### src/rtl/nand_logic_unit_if.sv
// nand_logic_unit_if: request/result bus of the NAND logic unit.
// master = stimulus side (drives requests, consumes results),
// slave  = the logic unit itself.
interface nand_logic_unit_if #(
  parameter int WIDTH = 8,
  parameter int DEPTH = 4
);
  logic                     in_valid;
  logic                     in_ready;
  logic [2:0]               op;
  logic [WIDTH-1:0]         a;
  logic [WIDTH-1:0]         b;
  logic                     out_valid;
  logic                     out_ready;
  logic [WIDTH-1:0]         y;
  logic [$clog2(DEPTH):0]   count;

  modport master (
    output in_valid, op, a, b, out_ready,
    input  in_ready, out_valid, y, count
  );

  modport slave (
    input  in_valid, op, a, b, out_ready,
    output in_ready, out_valid, y, count
  );
endinterface

### src/rtl/nand_logic_unit.sv
// nand_logic_unit: registered multi-function bitwise logic unit.
// Every function is composed purely from 2-input NAND gates. Requests are
// accepted over a valid/ready handshake and results queue in a DEPTH-entry
// FIFO whose head is presented on y.
// Build option: NLU_REDUCE_EN -- when defined, opcode 111 is the
// reduction-NAND of a; otherwise opcode 111 passes a through.
module nand_logic_unit #(
  parameter int WIDTH = 8,
  parameter int DEPTH = 4
) (
  input logic              clk,
  input logic              rst_n,
  nand_logic_unit_if.slave bus
);
  localparam int PW = $clog2(DEPTH);
  localparam int CW = $clog2(DEPTH) + 1;

  // The single gate primitive; every function below is a network of it.
  function automatic logic [WIDTH-1:0] nand_v(input logic [WIDTH-1:0] x,
                                              input logic [WIDTH-1:0] z);
    return ~(x & z);
  endfunction

  function automatic logic nand_s(input logic x, input logic z);
    return ~(x & z);
  endfunction

`ifdef NLU_REDUCE_EN
  localparam int LVL = $clog2(WIDTH);
  localparam int P2  = 1 << LVL;

  // AND-tree of re-inverted NAND pairs, closed by a final NAND inversion.
  // Unused upper leaves are padded with 1 so they do not affect the AND.
  function automatic logic reduce_nand(input logic [WIDTH-1:0] v);
    logic [P2-1:0] t;
    logic          p;
    t            = {P2{1'b1}};
    t[WIDTH-1:0] = v;
    for (int s = 0; s < LVL; s++) begin
      for (int i = 0; i < P2 / 2; i++) begin
        if (i < (P2 >> (s + 1))) begin
          p    = nand_s(t[2*i], t[2*i+1]);
          t[i] = nand_s(p, p);
        end
      end
    end
    return nand_s(t[0], t[0]);
  endfunction
`endif

  logic [WIDTH-1:0] mem_r [DEPTH];
  logic [PW-1:0]    wr_ptr_r;
  logic [PW-1:0]    rd_ptr_r;
  logic [CW-1:0]    count_r;
  logic             in_ready_r;
  logic             out_valid_r;
  logic [WIDTH-1:0] y_r;

  logic             push_s;
  logic             pop_s;
  logic [CW-1:0]    count_next_s;
  logic [PW-1:0]    rd_next_s;
  logic [WIDTH-1:0] y_next_s;
  logic [WIDTH-1:0] result_s;
  logic [WIDTH-1:0] n_ab_s;
  logic [WIDTH-1:0] not_a_s;
  logic [WIDTH-1:0] not_b_s;
  logic [WIDTH-1:0] or_s;
  logic [WIDTH-1:0] xor_s;

  assign push_s = bus.in_valid && in_ready_r;
  assign pop_s  = out_valid_r && bus.out_ready;

  // NAND-network evaluation of the selected function.
  always_comb begin
    n_ab_s   = nand_v(bus.a, bus.b);
    not_a_s  = nand_v(bus.a, bus.a);
    not_b_s  = nand_v(bus.b, bus.b);
    or_s     = nand_v(not_a_s, not_b_s);
    xor_s    = nand_v(nand_v(bus.a, n_ab_s), nand_v(bus.b, n_ab_s));
    result_s = {WIDTH{1'b0}};
    case (bus.op)
      3'b000:  result_s = nand_v(n_ab_s, n_ab_s);
      3'b001:  result_s = or_s;
      3'b010:  result_s = n_ab_s;
      3'b011:  result_s = nand_v(or_s, or_s);
      3'b100:  result_s = xor_s;
      3'b101:  result_s = nand_v(xor_s, xor_s);
      3'b110:  result_s = not_a_s;
`ifdef NLU_REDUCE_EN
      3'b111:  result_s = WIDTH'(reduce_nand(bus.a));
`else
      3'b111:  result_s = nand_v(not_a_s, not_a_s);
`endif
      default: result_s = {WIDTH{1'b0}};
    endcase
  end

  // Occupancy and next head value; y keeps its value once the FIFO empties.
  always_comb begin
    count_next_s = count_r;
    case ({push_s, pop_s})
      2'b10:   count_next_s = count_r + CW'(1);
      2'b01:   count_next_s = count_r - CW'(1);
      default: count_next_s = count_r;
    endcase
    if (pop_s) begin
      rd_next_s = rd_ptr_r + PW'(1);
    end else begin
      rd_next_s = rd_ptr_r;
    end
    if (count_next_s == CW'(0)) begin
      y_next_s = y_r;
    end else if (push_s && (wr_ptr_r == rd_next_s)) begin
      y_next_s = result_s;
    end else begin
      y_next_s = mem_r[rd_next_s];
    end
  end

  // FIFO storage, pointers, occupancy and registered output flags.
  always_ff @(posedge clk or negedge rst_n) begin
    if (!rst_n) begin
      for (int i = 0; i < DEPTH; i++) begin
        mem_r[i] <= {WIDTH{1'b0}};
      end
      wr_ptr_r    <= {PW{1'b0}};
      rd_ptr_r    <= {PW{1'b0}};
      count_r     <= {CW{1'b0}};
      in_ready_r  <= 1'b1;
      out_valid_r <= 1'b0;
      y_r         <= {WIDTH{1'b0}};
    end else begin
      if (push_s) begin
        mem_r[wr_ptr_r] <= result_s;
        wr_ptr_r        <= wr_ptr_r + PW'(1);
      end
      rd_ptr_r    <= rd_next_s;
      count_r     <= count_next_s;
      in_ready_r  <= (count_next_s != CW'(DEPTH));
      out_valid_r <= (count_next_s != CW'(0));
      y_r         <= y_next_s;
    end
  end

  assign bus.in_ready  = in_ready_r;
  assign bus.out_valid = out_valid_r;
  assign bus.y         = y_r;
  assign bus.count     = count_r;
endmodule

### src/flat_wrapper.sv
// flat-port wrapper written by rule: the top's interface ports become plain ports
module nand_logic_unit_flat 
#(
  parameter int WIDTH = 8,
  parameter int DEPTH = 4
)
  (clk, rst_n, bus_in_valid, bus_op, bus_a, bus_b, bus_out_ready, bus_in_ready, bus_out_valid, bus_y, bus_count);
  nand_logic_unit_if #(.WIDTH(WIDTH), .DEPTH(DEPTH)) bus_i ();
  input logic clk;
  input logic rst_n;
  input wire logic [$bits(bus_i.in_valid)-1:0] bus_in_valid;
  input wire logic [$bits(bus_i.op)-1:0] bus_op;
  input wire logic [$bits(bus_i.a)-1:0] bus_a;
  input wire logic [$bits(bus_i.b)-1:0] bus_b;
  input wire logic [$bits(bus_i.out_ready)-1:0] bus_out_ready;
  output wire logic [$bits(bus_i.in_ready)-1:0] bus_in_ready;
  output wire logic [$bits(bus_i.out_valid)-1:0] bus_out_valid;
  output wire logic [$bits(bus_i.y)-1:0] bus_y;
  output wire logic [$bits(bus_i.count)-1:0] bus_count;
  assign bus_i.in_valid = bus_in_valid;
  assign bus_i.op = bus_op;
  assign bus_i.a = bus_a;
  assign bus_i.b = bus_b;
  assign bus_i.out_ready = bus_out_ready;
  assign bus_in_ready = bus_i.in_ready;
  assign bus_out_valid = bus_i.out_valid;
  assign bus_y = bus_i.y;
  assign bus_count = bus_i.count;
  nand_logic_unit #(.WIDTH(WIDTH), .DEPTH(DEPTH)) u_core (.clk(clk), .rst_n(rst_n), .bus(bus_i));
endmodule
### config.mk
export PLATFORM = sky130hd
export DESIGN_NAME = nand_logic_unit_flat
export DESIGN_NICKNAME = d
export VERILOG_FILES = /design/src/rtl/nand_logic_unit_if.sv /design/src/rtl/nand_logic_unit.sv /design/src/flat_wrapper.sv
export SDC_FILE = /design/constraint.sdc
export NUM_CORES = 1
export LEC_CHECK = 0
export CAP_MARGIN = 20
export CORE_AREA = 2 2 82 99
export CTS_BUF_LIST = sky130_fd_sc_hd__clkbuf_4 sky130_fd_sc_hd__clkbuf_8 sky130_fd_sc_hd__clkbuf_16
export DETAILED_ROUTE_END_ITERATION = 16
export DIE_AREA = 0 0 84 101
export PLACE_DENSITY = 0.66
export SETUP_SLACK_MARGIN = 0.15
export SYNTH_ARGS = -nofsm -noshare
export SYNTH_HDL_FRONTEND = slang
export SYNTH_SLANG_ARGS = --single-unit
export TNS_END_PERCENT = 50
### constraint.sdc
create_clock -name clk -period 3.4 [get_ports clk]
set_input_delay 0.51 -clock clk [delete_from_list [all_inputs] [get_ports clk]]
set_output_delay 0.51 -clock clk [all_outputs]
set_load 0.01 [all_outputs]
# Word level (Yosys, flattened, before mapping)

Cells that the tools add are included.
W data, S select, Z words.

$add $sub $neg: 4
$mul: 0
Div/mod/pow operators: 0
Order comparisons: 3
Equality and inequality tests: 11
Shift operators: 0
Multiplexer cells: 10
Bitwise operators: 24
Reductions and logical operators: 7

Operator list:

| operator              | number |
|---|---|
| $and A8 B8 Y8         | 11 |
| $not A8 Y8            | 11 |
| $pmux W8 S8           | 1 |
| $bwmux W32            | 1 |
| $mux W8               | 4 |
| $bmux W8 S2           | 1 |
| $demux W8 S2          | 1 |
| $eq A3 B3 Y1 const B  | 4 |
| $eq A3 B2 Y1 const B  | 2 |
| $ge A3 B3 Y1 const B  | 2 |
| $logic_not A3 Y1      | 2 |
| $not A2 Y3            | 2 |
| $pmux W3 S2           | 1 |
| $add A2 B1 Y2 const B | 2 |
| $logic_and A1 B1 Y1   | 4 |
| $add A3 B1 Y3 const B | 1 |
| $eq A3 B1 Y1 const B  | 1 |
| $lt A3 B1 Y1 const B  | 1 |
| $ne A3 B3 Y1 const B  | 1 |
| $reduce_bool A3 Y1    | 1 |
| $sub A3 B1 Y3 const B | 1 |
| $eq A2 B1 Y1 const B  | 1 |
| $eq A2 B2 Y1          | 1 |
| $eq A2 B2 Y1 const B  | 1 |
| $mux W2               | 1 |

Flip-flop bits (word level): 49
Bits in latches: 0
Memory bits (writable): 0
ROM bits: 0
Bits of input ports: 23
Output and inout port bits: 13
Word-level logic and storage cells: 69
Memories: 0

# Logic depth before layout (Yosys ltp)

Depth in word-level cells: 10
Gate-level depth with buffers: 14
Mapped depth without buffers: 11

# Least setup slack after synthesis

No wires, ideal clock.

Path kind: in2reg
Start point: in bus_out_ready
End point: reg u_core.y_r[6], in the netlist u_core.bus.y[6]
Library setup time: 82 ps
Arrival: 2818 ps
Data required time: 3318 ps
Path slack: 500 ps
Stages: 14
Path buffers: 3
Path through: nand2_1 inv_1 buf_2 buf_2 ha_1 inv_1 fa_1 xor2_1 or3_1 and3_1 inv_2 buf_2 nor2_1 a31oi_1

Longest elaborated chain between the ends: 7
Elaborated cells on any way between the ends: 13
Classes of those cells: eq/ne: 3; mux: 6; bitwise: 1; reduce/logical: 3

Ends and longest elaborated chain:

| item                                       | RTL line               | text |
|---|---|---|
| from (decl)                                | flat_wrapper.sv:15     | `input wire logic [$bits(bus_i.out_ready)-1:0] bus_out_ready;` |
| $logic_and A1 B1 Y1 *                      | nand_logic_unit.sv:72  | `assign pop_s = out_valid_r && bus.out_ready;` |
| $mux W2                                    | nand_logic_unit.sv:107 | `if (pop_s) begin` |
| $not A2 Y3 (implied by the code)           | nand_logic_unit.sv:117 | `y_next_s = mem_r[rd_next_s];` |
| $bmux W8 S2                                | nand_logic_unit.sv:117 |  |
| $mux W8 (implied by the code) (2 in a row) | nand_logic_unit.sv:117 |  |
| $mux W8                                    | nand_logic_unit.sv:114 | `end else if (push_s && (wr_ptr_r == rd_next_s)) begin` |
| to (signal assigned)                       | nand_logic_unit.sv:132 | `y_r <= {WIDTH{1'b0}};` |
| to (signal assigned)                       | nand_logic_unit.sv:142 | `y_r <= y_next_s;` |
| to (decl)                                  | nand_logic_unit.sv:57  | `logic [WIDTH-1:0] y_r;` |

Every way passes the cells marked *; elsewhere a longest branch is shown, timed or not. The select of a mux whose other input is x is not followed.
A chain may end at the register's enable or synchronous reset.

# Final worst setup path

Start point: in bus_out_ready
End point: reg u_core.y_r[5], in the netlist u_core.bus.y[5]

Same word-level chain as after synthesis.

==> metrics.yaml <==
yosys:
  syn_area_um2: 3313
  synthTopCellsByArea: "dfrtp_1 (36%), ha_1 (7.9%), o21ai_0 (7.3%)"
  synthAdderAreaFrac_pct: 8.535
  synth_cell_types: 45
  synth_compound_area_share_pct: 19.56
  yosysSeqAreaShare_pct: 37.05
  synth_top_family_by_area: "compound AO/OA/AOI/OAI gates"
  syn_nets: 429
  yosysWarnings: 0
  synth_top_area_share_pct: 36.25
  synthMuxAreaShare_pct: 5.891
  synth-simple-area-share_pct: 17.33
  synth_cells: 384
  synth.avg_cell_area_um2: 8.628
  synthXorXnorAreaFrac_pct: 4.758
  synth.largest_area_cell: "dfrtp_1"
  synth_seq_cells: 49
setup_path:
  cp_num_buf_inv: 4
  critPathLaunchType: "primary input"
  max_stage_delay_ns: 0.54
  r2r_start: "u_core.bus.in_ready$_DFF_PN1_"
  crit_family: "buffers and inverters"
  crit_required_ns: 3.62
  critical_path.slowest_cell: "clkdlybuf4s50_1"
  critPathKind: "primary input to flop"
  cp_cell_sequence: "clkdlybuf4s50_1 -> nand2_1 -> inv_1 -> ha_1 -> inv_1 -> fa_1 -> xor2_1 -> or3_1 -> and3_1 -> inv_2 -> nor2_1 -> a31oi_1"
  reg2reg_slack_ns: 0.84
  arrival_ns: 2.98
  crit_path_end_kind: "flop"
  path_depth: 12
  critPathMaxFanout: 14
  r2r_end: "u_core.bus.y[5]$_DFFE_PN0P_"
  reg2reg_depth: 11
  crit_top_cell: "inv_1"
global_routing:
  grt_antenna_before_repair: 0
  grt_pass1_vias: 2711
  grt_usage_pct: 19.84
  overflow: 0
  grt_pass1_wl_um: 13130
  grt_max_degree: 37
sta:
  finalCritPeriodShare_pct: 81.07
  layout_setup_ws_ns: 0.6436
  rsz0062_at_grt: "no"
  fmax_mhz: 362.8
  report.final.slew_viol_count: 0
  relSlewSlack_pct: 29.72
  worst_slew_pin_slew_ns: 1.054
  hold_viol: 0
  setup_tns_ns: 0
  fin_crit_ns: 2.756
  fin_skew_ns: 0.005588
  finalSetupViolations: 0
routing:
  wirelength_um: 7971
  vias_per_cell: 5.663
  drtPass1Iterations: 4
  drtIter0Drc: 131
  ant_nets: 0
  drcViolationCount: 0
  vias: 2854
  wire_per_inst_um: 15.82
cts:
  htreeDepth: 2
  clk-insertion-delay-late_ns: 0.30
  cts.clk_slew.worst_paths_ns: 0.09
  cts_hold_buf: 0
  postCtsSetupBuffers: 0
  cts_tree: "yes"
  clockRootBuffer: "clkbuf_8"
  clockBufferDepth: 2
  cts_sinks: 49
  cts_resized: 0
  cts_buffers: 5
floorplanning:
  start_util_pct: 43.73
  die_w_um: 84
  coreArea_um2: 7576
  ios: 36
  die_area_um2: 8484
  die_y_um: 101
  rows: 35
placement:
  place_area_um2: 3734
  dp_slack_ns: 0.3277
  portBuffers: 35
  routabilityCongestion: 0.8583
  dp_hpwl_um: 5801
  dp.cells: 496
cells_and_area:
  fin_cells: 504
  drive_above_1_share_pct: 7.524
  final_area_um2: 3854
  synthToLayoutAreaGrowth_pct: 16.31
  n_antenna_cell: 0
  mostFrequentLayoutCells: "nand2_1 (61), o21ai_0 (48), dfrtp_1 (48)"
  layout_commonest_cell: "nand2_1"
  nets: 456
power_and_ir_drop:
  total_power_mw: 3.026
  power.leakage_nw: 1.718
  power.density_nw_per_um2: 785.3
  vdd_drop_max_v: 0.0004340
min_path:
  hold_class: "primary input to async pin"
run:
  drv_cap: 0
outcome:
  status: "complete, no violations"
## how the worst max path moves through the flow
stage             startpoint                     endpoint  slack (ns)
2_1_floorplan  bus_out_ready  u_core.bus.y[6]$_DFFE_PN0P_        0.50
3_3_place_gp   bus_out_ready  u_core.bus.y[3]$_DFFE_PN0P_        0.42
3_5_place_dp   bus_out_ready  u_core.bus.y[5]$_DFFE_PN0P_        0.33
4_1_cts        bus_out_ready  u_core.bus.y[5]$_DFFE_PN0P_        0.65
5_1_grt        bus_out_ready  u_core.bus.y[0]$_DFFE_PN0P_        0.45
6_report       bus_out_ready  u_core.bus.y[5]$_DFFE_PN0P_        0.64
## state kept, by name (all words and copies together) (netlist names)
name                  flops
u_core.mem_r             32
u_core.bus.y              8
u_core.bus.count          3
u_core.rd_ptr_r           2
u_core.wr_ptr_r           2
u_core.bus.in_ready       1
u_core.bus.out_valid      1
## metal layers
| layer | track usage, % | routed length, µm | up-vias |
|---|---|---|---|
| met5 | 0 | 0 | - |
| met4 | 7.816 | 172 | 0 |
| met3 | 2.703 | 300 | 12 |
| met2 | 35.26 | 4044 | 75 |
| met1 | 24.39 | 3454 | 1365 |
| li1 | - | - | 1402 |
## worst reg2reg max path, cell delays in order (launching register included)
cell and delay (ns):
dfstp_2 0.55, and2_1 0.14, inv_1 0.05, ha_1 0.22, inv_1 0.08, fa_1 0.43, and3b_1 0.19, a31o_2 0.22
and3_1 0.22, inv_2 0.18, nor2_1 0.06, a31oi_1 0.14
## power breakdown
group / leakage, nW / total [mW] / switching, mW / internal (mW)
sequential: 0.602 / 1.11 / 0.241 / 0.866
clock: 0.0619 / 0.439 / 0.191 / 0.248
combinational: 1.05 / 1.48 / 0.800 / 0.680
## through the flow
step | hold WS (ns) | util [%]
finish | 0.1625 | 50.87
global route | 0.2059 | 50.87
CTS | 0.1737 | 50.87
detailed placement | 0.4648 | 49.28
global placement | 0.4562 | 49.28
floorplan | 0.2144 | -
## area by class of cell
| cell class | instances | area [µm²] |
|---|---|---|
| Sequential cell | 49 | 1227 |
| Clock buffer | 7 | 90.09 |
| Tap cell | 92 | 115.1 |
| Inverter | 34 | 127.6 |
| Timing Repair Buffer | 43 | 405.4 |
| Clock inverter | 1 | 30.03 |
| Fill cell | 718 | 3722 |
| Multi-Input combinational cell | 278 | 1858 |
## cells by family after synthesis
logic type | after synthesis
AOI/OAI and AO/OA | 101
xor gates and xnor gates | 18
adders and majority gates | 22
buffers and inverters | 57
DFF | 49
muxes | 17
and+or+nand+nor | 120
## synth_stat cells, drive strengths merged
cell type,instances
mux2,7
nand2,61
nor3b,6
a21o,1
nand3b,8
o31ai,1
a31oi,8
a221oi,6
nand2b,1
a21oi,3
o2111ai,1
a31o,3
buf,10
nor2b,2
dfstp,1
nand3,13
nor2,12
clkbuf,13
a211oi,3
nor4,1
mux2i,9
xnor2,12
o22ai,13
fa,1
mux4,1
ha,21
o21ai,48
a21boi,1
and3b,2
o221ai,12
a211o,1
and2,3
inv,34
nor3,7
dfrtp,48
xor2,6
or3,1
and3,2
nand4b,1
(Power assumes the default switching activity.)
